--- config.mk ---
export PLATFORM = sky130hd
export DESIGN_NAME = game_sequencer
export DESIGN_NICKNAME = d
export VERILOG_FILES = /design/src/rtl/bricks_pkg.sv /design/src/rtl/tick_gen.sv /design/src/rtl/game_sequencer.sv
export SDC_FILE = /design/constraint.sdc
export NUM_CORES = 1
export LEC_CHECK = 0
export ABC_AREA = 0
export CAP_MARGIN = 10
export CORE_MARGIN = 2
export CORE_UTILIZATION = 65
export DETAILED_ROUTE_END_ITERATION = 8
export DONT_BUFFER_PORTS = 1
export GPL_ROUTABILITY_DRIVEN = 0
export GPL_TIMING_DRIVEN = 0
export HOLD_SLACK_MARGIN = 0.05
export PLACE_DENSITY = 0.82
export SLEW_MARGIN = 30
export SYNTH_ARGS = -nofsm -noshare
export SYNTH_HDL_FRONTEND = slang
export SYNTH_SLANG_ARGS = --single-unit
--- constraint.sdc ---
create_clock -name clock -period 5.3 [get_ports clock]
set_input_delay 1.06 -clock clock [delete_from_list [all_inputs] [get_ports clock]]
set_output_delay 1.06 -clock clock [all_outputs]
set_load 0.01 [all_outputs]
--- src/rtl/bricks_pkg.sv ---
// bricks_pkg: shared state encoding, keypad codes and field width for the bricks game.
package bricks_pkg;
    typedef enum logic [2:0] {
        IDLE  = 3'd0,
        SERVE = 3'd1,
        PLAY  = 3'd2,
        PAUSE = 3'd3,
        MISS  = 3'd4,
        OVER  = 3'd5,
        WIN   = 3'd6
    } state_t;
    localparam logic [3:0] KEY_NONE  = 4'h0;
    localparam logic [3:0] KEY_START = 4'hA;
    localparam logic [3:0] KEY_PAUSE = 4'hB;
    localparam int BRICK_W = 96;
endpackage

--- src/rtl/tick_gen.sv ---
// tick_gen: free-running modulo-DIV counter; tick is high during the last count.
module tick_gen #(
    parameter int DIV = 50
) (
    input  logic clock,
    input  logic reset,
    output logic tick
);
    localparam int W = $clog2(DIV);
    logic [W-1:0] count_q, count_d;
    assign tick = count_q == W'(DIV - 1);
    always_comb count_d = tick ? '0 : count_q + W'(1);
    always_ff @(posedge clock) begin
        if (reset) count_q <= '0;
        else       count_q <= count_d;
    end
endmodule

--- src/rtl/game_sequencer.sv ---
// game_sequencer: bricks game controller; phases the ball/plate datapath, gates
// motion with move_en and tracks lives.
module game_sequencer
    import bricks_pkg::*;
#(
    parameter int TICK_DIV    = 50,
    parameter int LIVES       = 3,
    parameter int SERVE_TICKS = 4,
    parameter int MISS_TICKS  = 6
) (
    input  logic               clock,
    input  logic               reset,
    input  logic [3:0]         control,
    input  logic               ball_miss,
    input  logic [BRICK_W-1:0] bricks,
    output logic               move_en,
    output logic               ball_reload,
    output logic               bricks_reload,
    output logic [2:0]         lives,
    output logic [2:0]         state,
    output logic               game_over,
    output logic               win
);
    localparam logic [2:0] LIVES_N = 3'(LIVES);
    localparam logic [7:0] SERVE_N = 8'(SERVE_TICKS);
    localparam logic [7:0] MISS_N  = 8'(MISS_TICKS);

    state_t     state_q, state_d;
    logic [2:0] lives_q, lives_d;
    logic [7:0] phase_q, phase_d, phase_inc;
    logic [3:0] prev_control_q;
    logic       move_en_q, move_en_d, ball_reload_q, ball_reload_d;
    logic       bricks_reload_q, bricks_reload_d, game_over_q, game_over_d, win_q, win_d;
    logic       tick, start_edge, pause_edge;

    tick_gen #(.DIV(TICK_DIV)) u_tick (.clock(clock), .reset(reset), .tick(tick));

    assign start_edge = control == KEY_START && prev_control_q != KEY_START;
    assign pause_edge = control == KEY_PAUSE && prev_control_q != KEY_PAUSE;
    assign phase_inc  = phase_q + 8'd1;

    always_comb begin
        state_d         = state_q;
        lives_d         = lives_q;
        phase_d         = phase_q;
        move_en_d       = 1'b0;
        ball_reload_d   = 1'b0;
        bricks_reload_d = 1'b0;
        case (state_q)
            IDLE, OVER, WIN: if (start_edge) begin
                state_d         = SERVE;
                ball_reload_d   = 1'b1;
                bricks_reload_d = 1'b1;
                lives_d         = LIVES_N;
                phase_d         = '0;
            end
            SERVE: if (tick) begin
                phase_d = phase_inc;
                if (phase_inc == SERVE_N) begin
                    state_d = PLAY;
                    phase_d = '0;
                end
            end
            // A cleared field outranks a simultaneous miss.
            PLAY: if (bricks == '0) state_d = WIN;
                else if (ball_miss && lives_q <= 3'd1) begin
                    lives_d = '0;
                    state_d = OVER;
                end else if (ball_miss) begin
                    lives_d = lives_q - 3'd1;
                    state_d = MISS;
                    phase_d = '0;
                end else if (pause_edge) state_d = PAUSE;
                else move_en_d = tick;
            PAUSE: if (pause_edge) state_d = PLAY;
            MISS: if (tick) begin
                phase_d = phase_inc;
                if (phase_inc == MISS_N) begin
                    state_d       = SERVE;
                    ball_reload_d = 1'b1;
                    phase_d       = '0;
                end
            end
            default: state_d = IDLE;
        endcase
        game_over_d = state_d == OVER;
        win_d       = state_d == WIN;
    end

    always_ff @(posedge clock) begin
        if (reset) begin
            state_q         <= IDLE;
            lives_q         <= LIVES_N;
            phase_q         <= '0;
            prev_control_q  <= KEY_NONE;
            move_en_q       <= 1'b0;
            ball_reload_q   <= 1'b0;
            bricks_reload_q <= 1'b0;
            game_over_q     <= 1'b0;
            win_q           <= 1'b0;
        end else begin
            state_q         <= state_d;
            lives_q         <= lives_d;
            phase_q         <= phase_d;
            prev_control_q  <= control;
            move_en_q       <= move_en_d;
            ball_reload_q   <= ball_reload_d;
            bricks_reload_q <= bricks_reload_d;
            game_over_q     <= game_over_d;
            win_q           <= win_d;
        end
    end

    assign move_en       = move_en_q;
    assign ball_reload   = ball_reload_q;
    assign bricks_reload = bricks_reload_q;
    assign lives         = lives_q;
    assign state         = state_q;
    assign game_over     = game_over_q;
    assign win           = win_q;
endmodule

==> results.yml, run 1 <==
run_status:
  status: "finished, violations left"
  violations: "DRC"
routing:
  wirelength_um: 5618
  vias: 1940
  post_drt_wl_per_cell_um: 20.21
  first_pass_iters: 9
  avgViaCountPerCell: 6.978
  drt_first_iter_violations: 153
  postRouteAntennaNets: 0
  drt_drc_violations_left: 10
clocking:
  cts_tree: "yes"
  clk_pin_slew_ps: 100
  clk_latency_ps: 330
  cts_resized: 0
  cts_max_path_buffers: 2
  cts-htree-levels: 2
  holdBufCountCts: 0
  clock-sinks: 29
  cts_buffers: 5
  post-cts-setup-buffers: 0
  clockRootBuffer: "clkbuf_4"
timing:
  min_period_over_period_pct: 48.90
  setup-tns-final_ps: 0
  fin_crit_ps: 2592
  slew_headroom_pct: 69.06
  skew_ps: 14.14
  worst_pin_slew_ps: 464.0
  fmax_mhz: 385.8
  hold_viol_final: 0
  rsz0062_at_grt: "no"
  slew_viol_final: 0
  setup_viol: 0
floorplanning:
  ios: 114
  rows: 19
  dieArea_um2: 3439
  start_util_pct: 69.18
  core_um2: 2805
  die_x_um: 58.64
  die_h_um: 58.64
power_and_ir_drop:
  pwr-share-seq_pct: 51.0
  power.density_nw_per_um2: 214.3
  p_switching_mw: 0.09635
  combPwrFrac_pct: 5.8
  power.total_mw: 0.4425
  swShare_pct: 21.77
  vdd_drop_max_uv: 229.9
  p_clk_share_pct: 43.2
  internal_power_mw: 0.3461
  leakage_nw: 0.7059
synthesis:
  ys_ff_latch: 29
  async_reset_ff_share_pct: 0
  netlist_top_cells_area: "dfxtp_1 (30%), nor4_1 (8.4%), ha_1 (4.5%)"
  synth-edff-count: 0
  syn_nets: 349
  synth.distinct_cells: 58
  post-synth-top-area-fraction_pct: 29.92
  synth_warnings: 0
  synth_ff_type: "dfxtp_1"
  avgSynthCellArea_um2: 8.120
  postSynthCellCount: 239
  yosysTopAreaCell: "dfxtp_1"
  syn_area_um2: 1941
  ys_seq_area_share_pct: 29.92
critical_path:
  path_class: "in2reg"
  arrival_ps: 2810
  cp-start-kind: "input port"
  critical_path.endpoint: "phase_q[2]$_SDFFE_PP0P_"
  startpoint: "bricks[57]"
  cp-end-kind: "flop"
  rr_endpoint: "phase_q[2]$_SDFFE_PP0P_"
  crit_fanout: 10
  rrSetupSlack_ps: 3010
  required_ps: 5520
  r2r_cells: 7
  worst_path_max_delay_cell: "or3b_1"
  r2r-start: "phase_q[0]$_SDFFE_PP0P_"
  cp_cell_sequence: "nor4_1 > nand4_1 > nor4_2 > a21boi_1 > o22a_4 > or3b_1 > o311ai_1"
  max_stage_delay_ps: 390
final_layout:
  syn_to_final_growth_pct: 6.383
  layout-drive-gt1-share_pct: 10.12
  mostFrequentLayoutCells: "dfxtp_1 (29), nor4_1 (26), nor2_1 (22)"
  num_antenna_cells: 0
  fin_util_pct: 73.60
  final_common_cell: "dfxtp_1"
  stdcell_count: 278
  final_nets: 356
  fillCellCount: 221
global_route:
  antenna_found_initial: 0
  grt_first_pass_wirelength_um: 8466
  overflow: 0
  grt_max_degree: 11
  grt_use_total_pct: 33.50
  grt_pass1_vias: 1902
place:
  placedCellCount: 270
  portBuffers: 0
  dp_hpwl_um: 4432
hold_path:
  hp-class: "reg2reg"
run:
  maxCapViolCount: 0
## layout make-up
class                      count  area [µm²]  share of cell area (%)
multi-input combinational    192        1286                   62.30
buffer                         8       36.28                   1.758
clock buffer                   7       55.05                   2.667
sequential                    29       580.6                   28.12
tap                           31       38.79                   1.879
clock inverter                 1       30.03                   1.455
inverter                      10       37.54                   1.818
## registers in the layout, indices dropped and copies added (netlist names)
register / flops
ball_reload: 1
state: 3
move_en: 1
game_over: 1
u_tick.count_q: 6
phase_q: 8
lives: 3
bricks_reload: 1
prev_control_q: 4
win: 1
## synth_stat cells, types with 2 or more instances
| library cell | count |
|---|---|
| o21a_1 | 2 |
| o21ai_0 | 8 |
| nor2b_1 | 10 |
| or3b_1 | 5 |
| or3_1 | 3 |
| xor2_1 | 2 |
| and2_1 | 4 |
| and3_1 | 2 |
| a31o_2 | 2 |
| inv_1 | 10 |
| nand2_1 | 17 |
| nand3b_1 | 2 |
| buf_2 | 2 |
| o31ai_1 | 3 |
| nand3_1 | 9 |
| a21boi_0 | 2 |
| dfxtp_1 | 29 |
| nor4_1 | 26 |
| nand4_1 | 8 |
| nor2_1 | 22 |
| o21bai_1 | 2 |
| ha_1 | 7 |
| a21oi_1 | 5 |
| nand4b_1 | 3 |
| xnor2_1 | 3 |
| nor3_1 | 3 |
| nand2b_1 | 7 |
| clkbuf_1 | 5 |
| or2_2 | 2 |
| o221ai_1 | 3 |
| nor3b_1 | 2 |
| o211ai_2 | 3 |
## kinds of logic (layout without fill, tap and decap cells)
group                    count (synthesis)  count (layout)  share of synthesized area, %
buffers and inverters                   18              26                         3.804
adder cells (fa/ha/maj)                  7               7                         4.513
flip-flops                              29              29                         29.92
XOR/XNOR                                 5               5                         2.257
AO/OA/AOI/OAI                           45              45                         18.25
multiplexers                             3               3                         1.870
AND/OR/NAND/NOR                        132             132                         39.39
## how the worst min path moves through the flow
stage | start | end | slack [ps] | cells past startpoint
4_1_cts | u_tick.count_q[0]$_SDFF_PP0_ | u_tick.count_q[0]$_SDFF_PP0_ | 480 | 1
6_report | u_tick.count_q[0]$_SDFF_PP0_ | u_tick.count_q[0]$_SDFF_PP0_ | 480 | 1
2_1_floorplan | u_tick.count_q[0]$_SDFF_PP0_ | u_tick.count_q[0]$_SDFF_PP0_ | 430 | 1
5_1_grt | u_tick.count_q[0]$_SDFF_PP0_ | u_tick.count_q[0]$_SDFF_PP0_ | 500 | 1
3_5_place_dp | u_tick.count_q[0]$_SDFF_PP0_ | u_tick.count_q[0]$_SDFF_PP0_ | 460 | 1
3_3_place_gp | u_tick.count_q[0]$_SDFF_PP0_ | u_tick.count_q[0]$_SDFF_PP0_ | 440 | 1
## metrics by stage
stage	setup WS (ps)	cell area, µm²	hold WS [ps]
3_3_place_gp	2488	1979	444.5
5_1_grt	2563	2064	501.6
2_1_floorplan	2654	1941	429.4
6_report	2708	2064	484.5
3_5_place_dp	2402	1979	460.3
4_1_cts	2732	2064	482.4
## power by group through the flow
stage	logic (mW)	clock network (mW)	registers, mW
global placement	0.0238	0	0.230
CTS	0.0254	0.192	0.225
global route	0.0285	0.202	0.226
detailed placement	0.0251	0	0.231
finish	0.0256	0.191	0.226
floorplan	0.0202	0	0.230
## metal layers
metal	global-route usage (%)	routed length [µm]	up-vias
li1	-	-	914
met4	10.71	77	0
met3	14.51	560	14
met5	0	0	-
met2	55.22	2662	104
met1	39.36	2318	908
## worst max-delay path: cells and delay by family
family             cells  cell delay [ps]
and+or+nand+nor        4             1250
AOI/OAI and AO/OA      3              510
Power figures use the tool's default switching activity.
==> run 2: changes to the inputs <==
- CORE_UTILIZATION: 65 -> 57
- PLACE_DENSITY: 0.82 -> 0.76
- clock period: 5.3 -> 2.1 ns (I/O delays scaled with it)
==> results.yml, run 2 (same netlist as run 1, synthesis figures left out) <==
critical_path:
  arrival_ps: 2270
  path_class: "reg2reg"
  max_stage_delay_ps: 360
  worst_path_max_delay_cell: "or3b_1"
  rrSetupSlack_ps: 80
  required_ps: 2350
  r2r-start: "prev_control_q[2]$_SDFF_PP0_"
  cp-start-kind: "flop"
  cp_cell_sequence: "and4bb_1 > nor4bb_1 > buf_4 > mux2_4 > and3_4 > o22a_4 > or3b_1 > o311ai_1"
  cp-end-kind: "flop"
  r2r_cells: 8
  rr_endpoint: "phase_q[2]$_SDFFE_PP0P_"
  crit_fanout: 10
timing:
  worst_pin_slew_ps: 454.6
  setup_ws_ps: 80.08
  min_period_over_period_pct: 96.19
  slew_viol_final: 0
  fin_hold_ws_ps: 166.7
  fin_crit_ps: 2020
  hold_viol_final: 0
  slew_headroom_pct: 69.70
  setup_viol: 0
  skew_ps: 11.86
  fmax_mhz: 495.1
  rsz0062_at_grt: "yes"
hold_path:
  worstHoldStart: "ball_miss"
  whs_path_depth: 1
  hp-class: "in2reg"
  min_to: "move_en$_SDFF_PP0_"
global_route:
  antenna_found_initial: 0
  overflow: 0
  grt_max_degree: 11
  grt_use_total_pct: 26.23
  grt_first_pass_wirelength_um: 7921
  grt_pass1_vias: 1714
clocking:
  clock-sinks: 29
  clk_pin_slew_ps: 100
  cts_tree: "yes"
  cts_buffers: 5
  cts-htree-levels: 2
  clk_latency_ps: 330
  clockRootBuffer: "clkbuf_4"
  cts_max_path_buffers: 2
power_and_ir_drop:
  vdd_drop_max_uv: 392.4
  leakage_nw: 0.7498
  power.density_nw_per_um2: 519.9
routing:
  vias: 1919
  drt_first_iter_violations: 103
  wirelength_um: 5135
  drt_drc_violations_left: 0
  post_drt_wl_per_cell_um: 17.53
  first_pass_iters: 4
  avgViaCountPerCell: 6.549
  postRouteAntennaNets: 0
final_layout:
  fillCellCount: 295
  regMostFlops: "phase_q"
  multiInputGateArea_um2: 1356
  largest_register_ffs: 8
  syn_to_final_growth_pct: 11.61
  final_nets: 356
  num_antenna_cells: 0
  final_common_cell: "dfxtp_1"
  regArea_um2: 584.3
  mostFrequentLayoutCells: "dfxtp_1 (26), nor4_1 (25), nor2_1 (20)"
  layout-drive-gt1-share_pct: 16.60
  fin_area_um2: 2166
  reg_top3: "phase_q x8, u_tick.count_q x6, prev_control_q x4"
floorplanning:
  start_util_pct: 58.62
  die_h_um: 62.35
  die_x_um: 62.35
  ios: 114
  core_um2: 3311
  rows: 21
  dieArea_um2: 3888
place:
  pre_cts_ws_ps: -154.5
  portBuffers: 0
  dp_hpwl_um: 3937
  placed_area_um2: 1998
run:
  maxCapViolCount: 0
run_status:
  status: "completed"
==> run 2: cell count changes in the layout (fill, tap and decap cells not counted), sizes merged <==
cell / before / now
clkbuf: 12 / 11
clkinvlp: 0 / 1
==> run 2: timing repair <==
action                     CTS  global route
pin swaps                    0             3
gates resized for setup      5            21
hold buffers                 0             0
setup endpoints to repair    8            17
buffers inserted             0             0
==> run 2: how the worst max path moves through the flow <==
stage / startpoint / endpoint / cells after the start
detailed placement: phase_q[0]$_SDFFE_PP0P_ / phase_q[6]$_SDFFE_PP0P_ / 8
floorplan: control[3] / phase_q[2]$_SDFFE_PP0P_ / 8
global route: phase_q[0]$_SDFFE_PP0P_ / game_over$_SDFF_PP0_ / 8
CTS: phase_q[0]$_SDFFE_PP0P_ / phase_q[6]$_SDFFE_PP0P_ / 8
global placement: phase_q[0]$_SDFFE_PP0P_ / phase_q[6]$_SDFFE_PP0P_ / 8
finish: prev_control_q[2]$_SDFF_PP0_ / phase_q[2]$_SDFFE_PP0P_ / 8
==> run 2: worst max-delay path: cells and delay by family (launching register included) <==
family                 cells  cell delay [ps]
AOI/OAI and AO/OA          2              350
buffers and inverters      1              160
DFF                        1              320
muxes                      1              250
and+or+nand+nor            4              860
==> run 2: final cells by class <==
type,instances,share of cell area [%]
Tap cell,46,2.657
Sequential cell,29,26.98
Inverter,10,1.733
Buffer,8,1.906
Clock buffer,6,2.369
Clock inverter,2,1.733
Multi-Input combinational cell,192,62.62
==> run 2: metal layers <==
| layer | vias up | GRT usage (%) | share of wire, % |
|---|---|---|---|
| li1 | 921 | - | - |
| met1 | 885 | 33.98 | 41 |
| met2 | 101 | 39.13 | 46 |
| met3 | 12 | 10.14 | 9.8 |
| met4 | 0 | 10.83 | 2.6 |
| met5 | - | 0 | 0 |
==> run 2: power breakdown <==
part / switching (mW) / internal, mW
logic: 0.0347 / 0.0297
registers: 0.00906 / 0.560
clock network: 0.210 / 0.283
==> run 2: through the flow <==
stage               utilization, %  setup TNS [ps]  instances  power, mW
global route                 65.42          -82.18        293      1.166
CTS                          63.30          -26.36        293      1.133
detailed placement           60.36           -1123        285     0.6435
floorplan                        -               0        239     0.6306
finish                       65.42               0        293      1.126
global placement             60.36          -917.4        285     0.6431
==> run 3: changes to the inputs <==
- CTS_CLUSTER_SIZE: not set -> 12
==> results of run 3 <==
The final DEF is identical to that of run 2; final timing and power are the same.
